## src/rtl/dial_pkg.sv

```systemverilog
// Shared types and constants for the dial move protocol.
// Used by dial_move_parser and dial_solver.
package dial_pkg;

   localparam int MOVE_CNT_W = 15;
   localparam int MOVE_CNT_DEF_W = 32;

   typedef struct packed {
      logic                  dir;
      logic [MOVE_CNT_W-1:0] count;
   } move_t;

   localparam logic DIR_R = 1'b1;
   localparam logic DIR_L = 1'b0;

   localparam logic [7:0] ASCII_L     = 8'h4C;
   localparam logic [7:0] ASCII_R     = 8'h52;
   localparam logic [7:0] ASCII_0     = 8'h30;
   localparam logic [7:0] ASCII_9     = 8'h39;
   localparam logic [7:0] ASCII_CR    = 8'h0D;
   localparam logic [7:0] ASCII_LF    = 8'h0A;
   localparam logic [7:0] ASCII_SP    = 8'h20;
   localparam logic [7:0] ASCII_COMMA = 8'h2C;

   typedef enum logic [1:0] {IDLE, DIGITS, EMIT, FIN} state_t;

   function automatic logic is_term(input logic [7:0] b);
      return (b == ASCII_CR) || (b == ASCII_LF) || (b == ASCII_SP) || (b == ASCII_COMMA);
   endfunction

   function automatic logic is_digit(input logic [7:0] b);
      return (b >= ASCII_0) && (b <= ASCII_9);
   endfunction

endpackage

```

## src/rtl/dial_move_parser_dec_accum.sv

```systemverilog
// Saturating decimal accumulator: acc = acc*10 + digit, clamped to 2^CNT_W-1.
// acc_nxt already includes the digit being presented this cycle.
module dec_accum #(
   parameter int CNT_W = 15
) (
   input  logic             clk,
   input  logic             rst_n,
   input  logic             clr,
   input  logic             digit_en,
   input  logic [3:0]       digit,
   output logic [CNT_W-1:0] acc_nxt,
   output logic             ovf
);

   localparam int EXT_W = CNT_W + 4;
   localparam logic [EXT_W-1:0] MAX_EXT = {4'b0000, {CNT_W{1'b1}}};

   logic [CNT_W-1:0] acc_q;
   logic [EXT_W-1:0] prod;

   assign prod = ({4'b0000, acc_q} * EXT_W'(10)) + {{(EXT_W-4){1'b0}}, digit};
   assign ovf  = digit_en && (prod > MAX_EXT);

   always_comb begin
      acc_nxt = acc_q;
      if (digit_en) begin
         acc_nxt = ovf ? {CNT_W{1'b1}} : prod[CNT_W-1:0];
      end
   end

   always_ff @(posedge clk) begin
      if (!rst_n) begin
         acc_q <= '0;
      end else if (clr) begin
         acc_q <= '0;
      end else begin
         acc_q <= acc_nxt;
      end
   end

endmodule

```

## src/rtl/dial_move_parser.sv

```systemverilog
// ASCII "L68\n"-style line parser producing {dir, count} move words
// on a valid/ready interface; input is stalled while a word is pending.
module dial_move_parser
   import dial_pkg::*;
#(
   parameter int CNT_W   = 15,
   parameter int MOVES_W = 32
) (
   input  logic               clk,
   input  logic               rst_n,
   input  logic [7:0]         in_data,
   input  logic               in_valid,
   output logic               in_ready,
   input  logic               in_last,
   output logic [CNT_W:0]     val,
   output logic               valid,
   input  logic               ready,
   output logic               last,
   output logic               done,
   output logic               err_syntax,
   output logic               err_overflow,
   output logic [MOVES_W-1:0] moves_count
);

   state_t state_q, state_d;
   logic             dir_q, have_digit_q, last_q;
   logic [CNT_W:0]   val_q;
   logic             err_syntax_q, err_overflow_q;
   logic [MOVES_W-1:0] moves_q;

   logic b_xfer, b_digit, b_term, b_lr;
   logic acc_clr, acc_en, acc_ovf, load_word, syn_err;
   logic [CNT_W-1:0] acc_nxt;

   assign b_xfer  = in_valid && in_ready;
   assign b_digit = is_digit(in_data);
   assign b_term  = is_term(in_data);
   assign b_lr    = (in_data == ASCII_L) || (in_data == ASCII_R);

   assign acc_clr   = (state_q == IDLE) && b_xfer && b_lr;
   assign acc_en    = (state_q == DIGITS) && b_xfer && b_digit;
   // A digit carrying in_last closes the line with that digit included.
   assign load_word = (state_q == DIGITS) && b_xfer &&
                      ((b_digit && in_last) || (b_term && have_digit_q));
   assign syn_err   = b_xfer && (((state_q == IDLE) && !b_lr && !b_term) ||
                      ((state_q == DIGITS) && !b_digit && !(b_term && have_digit_q)));

   dec_accum #(.CNT_W(CNT_W)) u_accum (
      .clk      (clk),
      .rst_n    (rst_n),
      .clr      (acc_clr),
      .digit_en (acc_en),
      .digit    (in_data[3:0]),
      .acc_nxt  (acc_nxt),
      .ovf      (acc_ovf)
   );

   always_ff @(posedge clk) begin
      if (!rst_n) state_q <= IDLE;
      else        state_q <= state_d;
   end

   always_comb begin
      state_d = state_q;
      case (state_q)
         IDLE: begin
            if (b_xfer) begin
               if (in_last)   state_d = FIN;
               else if (b_lr) state_d = DIGITS;
            end
         end
         DIGITS: begin
            if (b_xfer) begin
               if (load_word)    state_d = EMIT;
               else if (b_digit) state_d = DIGITS;
               else              state_d = in_last ? FIN : IDLE;
            end
         end
         EMIT: begin
            if (ready) state_d = last_q ? FIN : IDLE;
         end
         default: state_d = FIN;
      endcase
   end

   always_comb begin
      in_ready = rst_n && ((state_q == IDLE) || (state_q == DIGITS));
      valid    = (state_q == EMIT);
      done     = (state_q == FIN);
   end

   always_ff @(posedge clk) begin
      if (!rst_n) begin
         dir_q          <= DIR_L;
         have_digit_q   <= 1'b0;
         val_q          <= '0;
         last_q         <= 1'b0;
         err_syntax_q   <= 1'b0;
         err_overflow_q <= 1'b0;
         moves_q        <= '0;
      end else begin
         if (acc_clr) begin
            dir_q        <= (in_data == ASCII_R) ? DIR_R : DIR_L;
            have_digit_q <= 1'b0;
         end else if (acc_en) begin
            have_digit_q <= 1'b1;
         end
         if (load_word) begin
            val_q  <= {dir_q, acc_nxt};
            last_q <= in_last;
         end
         if (syn_err) err_syntax_q <= 1'b1;
         if (acc_ovf) err_overflow_q <= 1'b1;
         if ((state_q == EMIT) && ready) moves_q <= moves_q + 1'b1;
      end
   end

   assign val          = val_q;
   assign last         = last_q;
   assign err_syntax   = err_syntax_q;
   assign err_overflow = err_overflow_q;
   assign moves_count  = moves_q;

endmodule

```

## config.mk

```make
export PLATFORM = sky130hd
export DESIGN_NAME = dial_move_parser
export DESIGN_NICKNAME = d
export VERILOG_FILES = /design/src/rtl/dial_pkg.sv /design/src/rtl/dial_move_parser_dec_accum.sv /design/src/rtl/dial_move_parser.sv
export SDC_FILE = /design/constraint.sdc
export NUM_CORES = 1
export LEC_CHECK = 0
export ABC_AREA = 1
export CAP_MARGIN = 20
export CORE_ASPECT_RATIO = 0.5
export CORE_MARGIN = 4
export CORE_UTILIZATION = 24
export CTS_CLUSTER_SIZE = 28
export DETAILED_ROUTE_END_ITERATION = 16
export PLACE_DENSITY = 0.49
export REMOVE_ABC_BUFFERS = 1
export SLEW_MARGIN = 20
export SYNTH_ARGS = -nofsm -noshare
export SYNTH_HDL_FRONTEND = slang
export SYNTH_SLANG_ARGS = --single-unit
```

## constraint.sdc

```tcl
create_clock -name clk -period 7.9 [get_ports clk]
set_input_delay 0.79 -clock clk [delete_from_list [all_inputs] [get_ports clk]]
set_output_delay 0.79 -clock clk [all_outputs]
set_load 0.03 [all_outputs]
```

==> results.sh, run 1 <==
export IMPL_design_area_sq_um=6020
export IMPL_nFillCells=2125
export IMPL_die_height_microns=108
export IMPL_ys_seq_elements=70
export IMPL_cp_start_kind="primary input"
export IMPL_cp_end_kind="register"
export IMPL_drtIter0Drc=281
export IMPL_critical_path_arrival_ps=4170
export IMPL_critPathRequiredTime_ps=8140
export IMPL_slew_violations=0
export IMPL_max_clock_path_buffers=2
export IMPL_yosysTopAreaCell="dfxtp_1"
export IMPL_root_buffer="clkbuf_16"
export IMPL_drive_gt1_share_pct=10.4
export IMPL_crit_fanout=34
export IMPL_die_area_sq_um=22500
export IMPL_row_count=36
export IMPL_ctsResizeCount=0
export IMPL_hold_depth=2
export IMPL_yosysWarnings=0
export IMPL_ioPinCount=67
export IMPL_synth_edf_count=0
export IMPL_worstMarginPinSlew_ps=834
export IMPL_firstDrtPassIters=4
export IMPL_wl_per_cell_microns=12.4
export IMPL_vias_per_cell=4.35
export IMPL_grt_max_degree=35
export IMPL_vias=4670
export IMPL_period_share_pct=49.7
export IMPL_finalWirelength_microns=13300
export IMPL_diodes=0
export IMPL_antenna_found_initial=0
export IMPL_synthTopCellsByArea="dfxtp_1 (29%), nand2_1 (13%), ha_1 (7.8%)"
export IMPL_multiInputGateArea_sq_um=2940
export IMPL_drtAntennaViolNets=0
export IMPL_finalSetupTns_ps=0
export IMPL_synth_ff_type="dfxtp_1"
export IMPL_core_area_sq_um=19600
export IMPL_finalSetupViolations=0
export IMPL_syn_to_final_growth_pct=25.1
export IMPL_route_detailed_drc=0
export IMPL_syn_inst=739
export IMPL_cellPowerDensity_nw_per_um2=126
export IMPL_post_cts_buffers=0
export IMPL_cts_tree="built"
export IMPL_synth_top_cell_area_share_pct=29.1
export IMPL_ff2ff_path_depth=17
export IMPL_clock_sinks=70
export IMPL_syn_area_sq_um=4810
export IMPL_max_slew_margin_pct=44.4
export IMPL_syn_avg_cell_area_sq_um=6.51
export IMPL_hold_path_class="register to register"
export IMPL_synthTopCellsByCount="nand2_1 (168), inv_1 (91), nor2_1 (82), dfxtp_1 (70), nand3_1 (55)"
export IMPL_numCtsBuffers=9
export IMPL_synth_distinct_cells=40
export IMPL_synth_most_common_cell="nand2_1"
export IMPL_gr_total_overflow=0
export IMPL_path_class="primary input to register"
export IMPL_max_freq_mhz=255
export IMPL_final_hold_violation_count=0
export IMPL_period_minus_slack_ps=3930
export IMPL_clk_latency_ps=320
export IMPL_whs_ps=466
export IMPL_outcome="finished, final reports clean"
export IMPL_skew_ps=6.37
export IMPL_h_tree_depth=3
export IMPL_ctsHoldBuffers=0
export IMPL_place_hpwl_microns=10800
export IMPL_die_w_microns=208
export IMPL_start_util_pct=24.6
export IMPL_maxCapViolCount=0
export IMPL_vdd_ir_drop_max_v=0.0000896
export IMPL_gp_congestion=0.818
export IMPL_dpl_cell_area_sq_um=5750
export IMPL_seq_area_frac_synth_pct=29.1
export IMPL_grt_pass1_wl_microns=22900
export IMPL_async_reset_ff_share_pct=0
export IMPL_grt_usage_pct=12.2
export IMPL_regArea_sq_um=1400
export IMPL_power_leakage_uw=0.00264
export IMPL_io_buffers=66
export IMPL_rsz0062_at_grt="no"
export IMPL_grt_pass1_vias=4636
export IMPL_nets=848
export IMPL_path_clk_slew_ps=50
layout by cell type, fill, tap and decap left out, types with 9 or more instances in the layout:
master | netlist | final
a21oi_1 | 52 | 52
clkbuf_16 | 0 | 9
clkdlybuf4s50_1 | 0 | 66
dfxtp_1 | 70 | 70
ha_1 | 30 | 30
inv_1 | 91 | 91
inv_2 | 16 | 16
nand2_1 | 168 | 168
nand2_2 | 10 | 10
nand3_1 | 55 | 55
nand4_1 | 19 | 19
nor2_1 | 82 | 82
nor2_2 | 10 | 10
nor3_1 | 20 | 20
o21ai_0 | 31 | 31
or2_2 | 19 | 19
xor2_1 | 13 | 13
logic make-up after synthesis:
| logic type | synth area share [%] |
|---|---|
| fa+ha+maj | 8.63 |
| simple gates | 39.7 |
| buf+inv | 9.72 |
| xor+xnor | 2.73 |
| flops | 29.1 |
| compound gates | 10.1 |
worst paths after layout:
| check | startpoint | endpoint | slack, ps |
|---|---|---|---|
| min reg2reg | have_digit_q | have_digit_q | 470 |
| max reg2reg | u_accum.acc_q[1] | val[9] | 4610 |
| min | have_digit_q | have_digit_q | 470 |
| max | rst_n | val[12] | 3970 |
power breakdown:
group	switching (uW)	leakage [uW]	internal, uW	total, uW
sequential	2.08	0.000564	355	357
clock	140	0.000137	226	366
combinational	23.3	0.00194	15.4	38.7
sequential cells by signal, indices dropped and copies added (netlist names):
| signal | count |
|---|---|
| u_accum.acc_q | 15 |
| have_digit_q | 1 |
| state_q | 2 |
| dir_q | 1 |
| err_overflow | 1 |
| err_syntax | 1 |
| moves_count | 32 |
| last | 1 |
| val | 16 |
worst max-delay path, cell delays in order:
cell and delay [ps]:
clkdlybuf4s50_1 460, buf_4 290, inv_2 270, nor2_1 190
nand2_1 130, nor2_1 150, nand2_1 390, inv_2 350
a22oi_1 170, inv_1 630, o21ai_0 180, a21oi_1 140
metrics by stage:
step | utilization [%] | setup WS [ps] | total power [uW] | cells
after global placement | 29.3 | 3710 | 403 | 1058
after CTS | 30.7 | 3930 | 776 | 1073
after global routing | 30.7 | 3440 | 796 | 1073
after detailed placement | 29.3 | 3610 | 403 | 1058
final | 30.7 | 3970 | 762 | 1073
after floorplan | - | 4780 | 385 | 725
layout make-up:
class / instances / share of cell area, %
clock buffers: 11 / 4.20
clock inverters: 4 / 0.374
inverters: 107 / 6.67
multi-input cells: 548 / 48.9
flip-flops and latches: 70 / 23.3
well taps: 266 / 5.53
repair buffers: 67 / 11.1
layer usage:
layer | vias up | track usage (%) | wire length, microns
met5 | - | 0 | 0
li1 | 2520 | - | -
met1 | 2099 | 15.7 | 6410
met4 | 0 | 2.72 | 108
met2 | 43 | 22.0 | 6350
met3 | 8 | 1.83 | 387
Note: power is estimated with default switching activity, not from simulation.
==> run 2, diff against run 1 <==
clock period = 3.85 ns   (was 7.9 ns; I/O delays follow)
==> run 2 against run 1 <==
  * Wire length grew 2.7%
  * Final cell count grew 0.37%
  * Sequential share of layout area shrank 0.18 points
  * Sequential cell count is the same
  * Design area grew 0.77%
  * Critical path type is now register to register
  * Highest routed layer unchanged
==> results.sh, run 2 (synthesis gave the netlist of run 1 again) <==
export IMPL_place_hpwl_microns=10800
export IMPL_regArea_sq_um=1400
export IMPL_syn_to_final_growth_pct=26.1
export IMPL_multiInputGateArea_sq_um=2940
export IMPL_maxCapViolCount=0
export IMPL_cp_start_kind="register"
export IMPL_numCtsBuffers=9
export IMPL_worstMarginPinSlew_ps=434
export IMPL_root_buffer="clkbuf_16"
export IMPL_nets=851
export IMPL_final_common_cell="nand2_1"
export IMPL_die_area_sq_um=22500
export IMPL_die_height_microns=108
export IMPL_path_class="register to register"
export IMPL_row_count=36
export IMPL_final_hold_violation_count=0
export IMPL_path_clk_slew_ps=60
export IMPL_clock_sinks=70
export IMPL_rsz0062_at_grt="no"
export IMPL_gp_congestion=0.882
export IMPL_drtAntennaViolNets=0
export IMPL_cellPowerDensity_nw_per_um2=270
export IMPL_crit_fanout=16
export IMPL_max_clock_path_buffers=2
export IMPL_vdd_ir_drop_max_v=0.000170
export IMPL_firstDrtPassIters=5
export IMPL_drtIter0Drc=316
export IMPL_vias_per_cell=4.41
export IMPL_grt_usage_pct=12.1
export IMPL_cts_tree="built"
export IMPL_skew_ps=7.74
export IMPL_core_area_sq_um=19600
export IMPL_design_area_sq_um=6070
export IMPL_ioPinCount=67
export IMPL_h_tree_depth=3
export IMPL_route_detailed_drc=0
export IMPL_critPathRequiredTime_ps=4060
export IMPL_whs_ps=469
export IMPL_drive_gt1_share_pct=10.9
export IMPL_max_slew_margin_pct=70.8
export IMPL_final_util_pct=31.0
export IMPL_grt_pass1_wl_microns=22500
export IMPL_finalSetupTns_ps=0
export IMPL_antenna_found_initial=0
export IMPL_gr_total_overflow=0
export IMPL_power_leakage_uw=0.00267
export IMPL_critical_path_arrival_ps=3380
export IMPL_finalPower_uw=1640
export IMPL_period_minus_slack_ps=3180
export IMPL_ctsResizeCount=0
export IMPL_cp_end_kind="register"
export IMPL_outcome="finished, final reports clean"
export IMPL_wl_per_cell_microns=12.6
export IMPL_largest_register_ffs=32
export IMPL_start_util_pct=24.6
export IMPL_post_cts_buffers=0
export IMPL_max_freq_mhz=315
export IMPL_vias=4747
export IMPL_io_buffers=66
export IMPL_ctsHoldBuffers=0
export IMPL_finalWirelength_microns=13600
export IMPL_grt_max_degree=32
export IMPL_hold_path_class="register to register"
export IMPL_dpl_cell_area_sq_um=5770
export IMPL_finalSetupViolations=0
export IMPL_die_w_microns=208
export IMPL_diodes=0
export IMPL_slew_violations=0
export IMPL_grt_pass1_vias=4484
export IMPL_period_share_pct=82.5
export IMPL_final_cell_mix="nand2_1 (168), inv_1 (91), nor2_1 (82), dfxtp_1 (70), clkdlybuf4s50_1 (66)"
export IMPL_clk_latency_ps=330
export IMPL_nFillCells=2123
run 2: cell count changes in the layout (fill, tap and decap cells not counted):
cell / previous run / this run
buf_4: 1 / 4
clkbuf_8: 2 / 0
inv_6: 0 / 1
clkinv_4: 0 / 2
clkinv_2: 3 / 2
bufinv_16: 0 / 1
run 2: stage by stage:
step                instances  worst slack, ps
detailed placement       1061              594
global placement         1061              573
finish                   1077              672
global route             1077              352
floorplan                 725             1100
CTS                      1077              670
run 2: worst max-delay path, stage by stage (launching register included):
cell and delay, ps:
dfxtp_1 410, ha_1 260, ha_1 260, fa_1 470, nand3_1 140, nand2_1 100
nand3_1 120, nand4_1 90, nand2_1 150, nand2_1 70, nor2_1 140, nand3_1 90
nand2_1 60, nand2_1 70, nor2_4 320, nand3_1 130, nand2_1 100, a21oi_1 60
run 2: metal layers:
metal  part of all wire (%)  wire length, microns  GRT usage [%]
met3                    2.8                   379           2.29
met4                   0.61                    83           2.25
met5                      0                     0              0
met2                     46                  6250           20.9
met1                     51                  6910           16.1
run 2: final timing paths:
path / slack, ps / endpoint / cells past startpoint / startpoint
worst max-delay path: 670 / val[3] / 17 / u_accum.acc_q[1]
worst max register to register: 670 / val[3] / 17 / u_accum.acc_q[1]
worst min-delay path: 470 / moves_count[31] / 2 / moves_count[31]
worst min register to register: 470 / moves_count[31] / 2 / moves_count[31]
run 2: area by class of cell:
cell class                 instances  area share, %
multi-input combinational        548           48.5
sequential                        70           23.1
timing repair buffer              70           11.4
inverter                         107           6.62
tap                              266           5.48
clock buffer                       9           3.71
clock inverter                     7           1.22
run 2: power breakdown:
part / internal, uW / switching (uW) / total (uW)
logic: 32.5 / 49.3 / 81.7
clock network: 503 / 321 / 824
registers: 728 / 4.49 / 732
total: 1260 / 374 / 1640
==> run 3, diff against run 2 <==
clock period = 3.2 ns   (was 3.85 ns; I/O delays follow)
==> run 3 against run 2 <==
  * Clock-buffer cell count rose by 2
  * Sequential power is 20% higher
  * Utilization grew 0.59 points
  * Largest power group unchanged
  * First-iteration DRC count is 29% lower
  * Critical path depth is 1 higher
  * Register-to-register slack got worse by 460 ps
  * Largest cell class unchanged
  * Via count rose by 0.23%
  * Maximum frequency up 6.5%
  * Non-clock buffer count up 2
==> results.sh, run 3 (synthesis gave the netlist of run 1 again) <==
export IMPL_outcome="finished, final reports clean"
export IMPL_place_hpwl_microns=10800
export IMPL_drive_gt1_share_pct=13.9
export IMPL_wl_per_cell_microns=12.6
export IMPL_h_tree_depth=3
export IMPL_largest_register_ffs=32
export IMPL_finalSetupViolations=0
export IMPL_slew_violations=0
export IMPL_grt_pass1_wl_microns=22500
export IMPL_numCtsBuffers=9
export IMPL_ioPinCount=67
export IMPL_antenna_found_initial=0
export IMPL_post_cts_buffers=0
export IMPL_die_w_microns=208
export IMPL_gr_total_overflow=0
export IMPL_dpl_cell_area_sq_um=5810
export IMPL_cts_tree="built"
export IMPL_grt_usage_pct=12.1
export IMPL_hold_depth=2
export IMPL_crit_family="simple AND/OR/NAND/NOR gates"
export IMPL_root_buffer="clkbuf_16"
export IMPL_crit_fanout=16
export IMPL_max_freq_mhz=335
export IMPL_intPower_uw=1560
export IMPL_clk_latency_ps=330
export IMPL_regArea_sq_um=1410
export IMPL_skew_ps=7.96
export IMPL_crit_cells=18
export IMPL_final_util_pct=31.6
export IMPL_finalPower_uw=1990
export IMPL_row_count=36
export IMPL_setup_ws_ps=215
export IMPL_max_slew_margin_pct=71.5
export IMPL_grt_max_degree=35
export IMPL_final_common_cell="nand2_1"
export IMPL_maxCapViolCount=0
export IMPL_hold_path_class="register to register"
export IMPL_design_area_sq_um=6190
export IMPL_final_cell_mix="nand2_1 (164), inv_1 (91), nor2_1 (79), clkdlybuf4s50_1 (66), dfxtp_1 (65)"
export IMPL_multiInputGateArea_sq_um=3000
export IMPL_cp_end_kind="register"
export IMPL_firstDrtPassIters=5
export IMPL_crit_top_cell="nand2_2"
export IMPL_crit_slowest_cell="fa_2"
export IMPL_period_minus_slack_ps=2980
export IMPL_pre_cts_slack_ps=85.8
export IMPL_path_class="register to register"
export IMPL_period_share_pct=93.3
export IMPL_worstMarginPinSlew_ps=424
export IMPL_critPathMaxStageDelay_ps=570
export IMPL_path_cells="ha_1 > ha_2 > fa_2 > nand2_1 > inv_1 > nand4_1 > nand2_2 > nand3_2 > nor2_4 > nand2_2 > nor2_2 > nand4_1 > nand2_2 > nor2_4 > buf_12 > nand3_1 > nand2_1 > a21oi_2"
export IMPL_ctsHoldBuffers=0
export IMPL_start_util_pct=24.6
export IMPL_stdcell_count=1079
export IMPL_diodes=0
export IMPL_nFillCells=2134
export IMPL_clock_sinks=70
export IMPL_ff2ff_path_depth=18
export IMPL_syn_to_final_growth_pct=28.5
export IMPL_p_switching_uw=432
export IMPL_p_clk_share_pct=50.8
export IMPL_vias=4758
export IMPL_pwr_share_comb_pct=4.9
export IMPL_io_buffers=66
export IMPL_seqPwrFrac_pct=44.2
export IMPL_max_clock_path_buffers=2
export IMPL_path_clk_slew_ps=60
export IMPL_die_area_sq_um=22500
export IMPL_final_hold_violation_count=0
export IMPL_nets=853
export IMPL_critical_path_arrival_ps=3240
export IMPL_route_detailed_drc=0
export IMPL_p_sw_share_pct=21.7
export IMPL_vdd_ir_drop_max_v=0.000248
export IMPL_critPathRequiredTime_ps=3450
export IMPL_core_area_sq_um=19600
export IMPL_gp_congestion=0.857
export IMPL_drtAntennaViolNets=0
export IMPL_drtIter0Drc=223
export IMPL_ctsResizeCount=0
export IMPL_dp_cells=1063
export IMPL_crit_buf_inv=2
export IMPL_cellPowerDensity_nw_per_um2=322
export IMPL_grt_pass1_vias=4547
export IMPL_finalWirelength_microns=13600
export IMPL_vias_per_cell=4.41
export IMPL_cp_start_kind="register"
export IMPL_die_height_microns=108
export IMPL_power_leakage_uw=0.00267
==> run 3: final timing paths <==
check | startpoint | endpoint | slack [ps]
max | u_accum.acc_q[1] | val[8] | 220
min | moves_count[31] | moves_count[31] | 470
max reg2reg | u_accum.acc_q[1] | val[8] | 220
min reg2reg | moves_count[31] | moves_count[31] | 470
==> run 3: final cells by class <==
class,count,share of cell area [%]
Multi-Input combinational cell,548,48.5
Sequential cell,70,22.8
Timing Repair Buffer,72,11.8
Inverter,107,6.49
Tap cell,266,5.38
Clock buffer,11,4.09
Clock inverter,5,0.930
==> run 3: metal layers <==
| metal | global-route usage [%] | vias to the layer above | wire (microns) |
|---|---|---|---|
| li1 | - | 2529 | - |
| met1 | 15.9 | 2157 | 6850 |
| met2 | 21.2 | 62 | 6370 |
| met3 | 1.71 | 10 | 294 |
| met4 | 2.53 | 0 | 125 |
| met5 | 0 | - | 0 |
==> run 3: power by group through the flow <==
stage | registers [uW] | clock network, uW | logic, uW
floorplan | 902 | 0 | 48.2
global placement | 900 | 0 | 99.3
detailed placement | 900 | 0 | 99.0
CTS | 881 | 1040 | 99.4
global route | 881 | 1080 | 108
finish | 881 | 1010 | 98.2
==> run 3: through the flow <==
step	TNS (ps)	hold slack, ps
6_report	0	472
5_1_grt	-3.34	492
4_1_cts	0	475
3_5_place_dp	0	467
3_3_place_gp	0	462
2_1_floorplan	0	436
==> run 3: worst min-delay path, stage by stage, from the launching register on <==
cell     delay, ps
dfxtp_1        310
inv_1           60
a21oi_1         50
==> RTL edit 1: new RTL, settings of run 1 <==
The 4 states of `state_t` get a one-hot encoding in 4 bits.
--- a/src/rtl/dial_pkg.sv
+++ b/src/rtl/dial_pkg.sv
@@ -23,5 +23,5 @@
    localparam logic [7:0] ASCII_COMMA = 8'h2C;
 
-   typedef enum logic [1:0] {IDLE, DIGITS, EMIT, FIN} state_t;
+   typedef enum logic [3:0] {IDLE = 4'b0001, DIGITS = 4'b0010, EMIT = 4'b0100, FIN = 4'b1000} state_t;
 
    function automatic logic is_term(input logic [7:0] b);
Check against the original RTL: no difference found for any inputs over 4 cycles, from zero or initial values and one cycle with rst_n low; so few cycles prove little.
==> RTL edit 1 against run 1 <==
  * Wire length increased by 6.4%
  * Worst setup slack gained 0.52 ns
  * Highest routed layer unchanged
  * Final area increased by 2.6%
  * Sequential cell count rose by 2
  * Count of clock-buffer cells in the layout increased by 2
  * First-iteration DRC count shrank 3.2%
  * Area after synthesis is 3.4% higher
Power is not compared: it rests on default switching activity, and its combinational part moved more than twofold at a synthesized area within 25%.
==> RTL edit 1: results <==
group,metric,value,unit
sta,max-slew-margin-rel,0.5217,
place,gp_congestion,0.8291,
sta,setup_viol,0,
drt,viasPerCell,4.518,
cts,postCtsSetupBuffers,0,
hold_path,hold_path_class,"reg -> reg",
setup_path,cp_top_family,"buffers and inverters",
layout,largest_reg_flops,32,
setup_path,slowest_delay,0.67,ns
logic_synthesis,synth_cell_type_count,40,
layout,layout-drive-gt1-share,0.1119,
drt,routed_wl,14110,um
cts,htree_levels,3,
setup_path,path_max_fanout,32,
sta,skew,0.007521,ns
drt,dr.pass1.iters,4,
floorplan,die_x,211.7,um
grt,first_global_vias,4672,
drt,drt_iter0_drc,272,
cts,clk_latency,0.33,ns
cts,cts_max_path_buffers,2,
logic_synthesis,synth-main-ff-cell,"dfxtp_1",
logic_synthesis,synth_common_cells,"nand2_1 (158), inv_1 (96), nor2_1 (83)",
cts,clock_tree.root_cell,"clkbuf_16",
cts,cts_buffers,9,
place,numPortBuffers,66,
cts,path_clk_slew,0.05,ns
power_and_ir_drop,p_int,630.6,uW
logic_synthesis,yosysSeqAreaShare,0.2895,
setup_path,reg2regPathDepth,19,
place,postPlaceCellArea,5923,um^2
grt,grt_max_degree,36,
setup_path,cp_slowest_cell,"clkdlybuf4s50_1",
logic_synthesis,yosys-top-cells-area,"dfxtp_1 (29%), nand2_1 (12%), ha_1 (7.5%)",
logic_synthesis,synthArstFlopShare,0,
layout,diodes,0,
setup_path,cp.arrival,2.62,ns
layout,fill_cells,2210,
grt,antenna_found_initial,0,
grt,gr-usage-all-layers,0.1238,
cts,post_cts_resized,0,
status,status,"complete, no violations",
layout,final_nets,864,
place,hpwl,11020,um
power_and_ir_drop,cellLeakagePower,0.002621,uW
grt,grt_pass1_wl,23380,um
hold_path,whs_path_depth,2,
logic_synthesis,synth_warnings,0,
power_and_ir_drop,vdd_ir_drop_max,0.09488,mV
-- RTL edit 1: path summary, 6_finish.rpt --
check,to,start,slack (ns)
setup / recovery,in_ready,rst_n,4.49
hold / removal,val[15],dir_q,0.45
setup reg to reg,val[10],u_accum.acc_q[1],4.61
hold reg to reg,val[15],dir_q,0.45
-- RTL edit 1: through the flow --
stage / hold slack, ns / power (uW) / setup slack, ns / cells
final: 0.4526 / 852.1 / 4.488 / 1088
after global routing: 0.5059 / 900.3 / 4.227 / 1088
after CTS: 0.4547 / 867.7 / 4.477 / 1088
after detailed placement: 0.4462 / 504.7 / 4.203 / 1074
after global placement: 0.4394 / 504.3 / 4.179 / 1074
after floorplan: 0.4239 / 467.3 / 5.057 / 739
-- RTL edit 1: cell type report --
cell class | instances | area (um^2) | share of cell area
clock buffers | 13 | 250.2 | 0.04050
repair buffers | 69 | 683.2 | 0.1106
inverters | 105 | 394.1 | 0.06379
flip-flops and latches | 72 | 1441 | 0.2333
multi-input cells | 562 | 3072 | 0.4972
clock inverters | 1 | 5.005 | 0.0008100
well taps | 266 | 332.8 | 0.05387
-- RTL edit 1: logic make-up (layout without fill, tap and decap cells) --
family | after synthesis | after routing | synth area share
adder cells (fa/ha/maj) | 32 | 32 | 0.08344
AND/OR/NAND/NOR | 413 | 413 | 0.3998
buffers and inverters | 119 | 188 | 0.09450
AO/OA/AOI/OAI | 107 | 107 | 0.1151
XOR/XNOR | 10 | 10 | 0.01759
flip-flops | 72 | 72 | 0.2895
-- RTL edit 1: per-layer routing --
metal / up-vias / part of all wire / global-route usage
met5: - / 0 / 0
li1: 2581 / - / -
met3: 6 / 0.028 / 0.02737
met1: 2286 / 0.49 / 0.1567
met2: 43 / 0.48 / 0.2216
met4: 0 / 0.0072 / 0.01975
-- RTL edit 1: worst register-to-register path, cell delays in order, from the launching register on --
cell and delay, ns:
dfxtp_1 0.41, ha_1 0.26, ha_1 0.27, fa_1 0.48
nand3_1 0.16, nand2_2 0.09, nand2_1 0.08, nand2_1 0.05
nand2_1 0.07, nand2_2 0.11, nand2_2 0.11, inv_1 0.07
nand2_1 0.08, nor2_1 0.05, nand3_1 0.08, nand2_2 0.08
nor2_4 0.39, nand3_1 0.15, nand2_1 0.11, a21oi_1 0.06
-- RTL edit 1: power groups by stage --
stage                     sequential, uW  clock, uW  combinational (uW)
after floorplan                      388          0                79.2
after global placement               386          0                 118
after detailed placement             386          0                 118
after CTS                            379        371                 119
after global routing                 379        388                 133
final                                379        357                 116
==> RTL edit 2: new RTL, config.mk and constraints of run 1 <==
Without the edit above. `CNT_W` is set to 15 in 2 places; all go to 30.
--- a/src/rtl/dial_move_parser_dec_accum.sv
+++ b/src/rtl/dial_move_parser_dec_accum.sv
@@ -2,5 +2,5 @@
 // acc_nxt already includes the digit being presented this cycle.
 module dec_accum #(
-   parameter int CNT_W = 15
+   parameter int CNT_W = 30
 ) (
    input  logic             clk,
--- a/src/rtl/dial_move_parser.sv
+++ b/src/rtl/dial_move_parser.sv
@@ -4,5 +4,5 @@
    import dial_pkg::*;
 #(
-   parameter int CNT_W   = 15,
+   parameter int CNT_W   = 30,
    parameter int MOVES_W = 32
 ) (
Interface: changed (resized val); port bits go from 67 to 82. The function was not compared with the original's and may differ.
==> RTL edit 2 against run 1 <==
  * Clock skew increased by 0.0041 ns
  * Worst setup slack worse by 0.99 ns
  * Die area rose by 68%
  * Combinational power increased by 20%
  * Wire length up 100%
  * Area after synthesis is 73% higher
  * Via count rose by 81%
  * Critical path depth up 2
  * Sequential cell count rose by 30
  * Cell count rose by 77%
  * Power up 36%
  * Final area up 65%
  * Highest routed layer unchanged
  * Sequential power rose by 42%
==> RTL edit 2: results <==
group,metric,value,unit
status,status,"complete, no violations",
layout,final_nets,1499,
cts,path_clk_slew,0.07,ns
logic_synthesis,postSynthCellCount,1356,
logic_synthesis,synth_compound_area_frac,0.09449,
logic_synthesis,yosysSeqAreaShare,0.2407,
sta,skew,0.01046,ns
grt,first_global_vias,7890,
logic_synthesis,yosys-top-cells-area,"dfxtp_1 (24%), nand2_1 (18%), ha_1 (9.0%)",
cts,clk_latency,0.35,ns
logic_synthesis,synth_common_cells,"nand2_1 (399), inv_1 (179), nor2_1 (163)",
grt,grt_max_degree,66,
place,numPortBuffers,81,
grt,grt.met1_usage,0.2029,
grt,grt_pass1_wl,43170,um
logic_synthesis,synth-xor-area-share,0.01791,
setup_path,slowest_delay,0.75,ns
place,hpwl,22100,um
drt,drt_iter0_drc,549,
logic_synthesis,synth_top_area_frac,0.2407,
sta,max-slew-margin-rel,0.3767,
drt,drt-met1-wl,14020,um
setup_path,cp_slowest_cell,"clkinv_1",
logic_synthesis,synth_cell_type_count,46,
setup_path,path_max_fanout,46,
grt,grt.met2_usage,0.2207,
place,dp_slack,2.224,ns
place,gp_congestion,0.8936,
logic_synthesis,synthAdderAreaFrac,0.09509,
drt,route.met2.wl,11500,um
RTL edit 2: worst register-to-register path: stages, from the launching register on:
cell and delay (ns):
dfxtp_1 0.46, ha_1 0.28, ha_1 0.26, fa_1 0.47
nand2_1 0.12, nand2_1 0.12, nand3b_1 0.22, or2_4 0.28
nor2_8 0.13, nand2_4 0.08, nor2_8 0.15, nand3_4 0.10
nor2_4 0.13, nand2_1 0.07, nand2_1 0.07, nand2_2 0.06
nor2_4 0.48, buf_16 0.25, nand3_1 0.10, nand2_1 0.11
a21oi_1 0.07
RTL edit 2: area by class of cell:
cell class | instances | area [um^2] | share of cell area
clock buffers | 12 | 246.5 | 0.02476
repair buffers | 87 | 895.9 | 0.08999
multi-input cells | 1039 | 5454 | 0.5479
inverters | 187 | 701.9 | 0.07051
well taps | 465 | 581.8 | 0.05845
clock inverters | 4 | 72.57 | 0.007290
flip-flops and latches | 100 | 2002 | 0.2011
RTL edit 2: path summary, 6_finish.rpt:
path	endpoint	slack, ns	cells past startpoint
worst max-delay path	val[27]	2.98	14
worst min-delay path	have_digit_q	0.46	2
worst max register to register	val[29]	3.78	20
worst min register to register	have_digit_q	0.46	2
RTL edit 2: where the power goes:
part	switching, uW	internal [uW]	total (uW)
Sequential	2.18	506	508
Clock	193	286	479
Combinational	29.7	16.9	46.5
RTL edit 2: through the flow:
stage / instance area (um^2) / total power, uW / hold slack (ns)
2_1_floorplan: 8155 / 542.6 / 0.4362
3_3_place_gp: 9580 / 566.4 / 0.4519
3_5_place_dp: 9580 / 566.2 / 0.4543
4_1_cts: 9899 / 1048 / 0.4644
5_1_grt: 9955 / 1071 / 0.5018
6_report: 9955 / 1034 / 0.4632
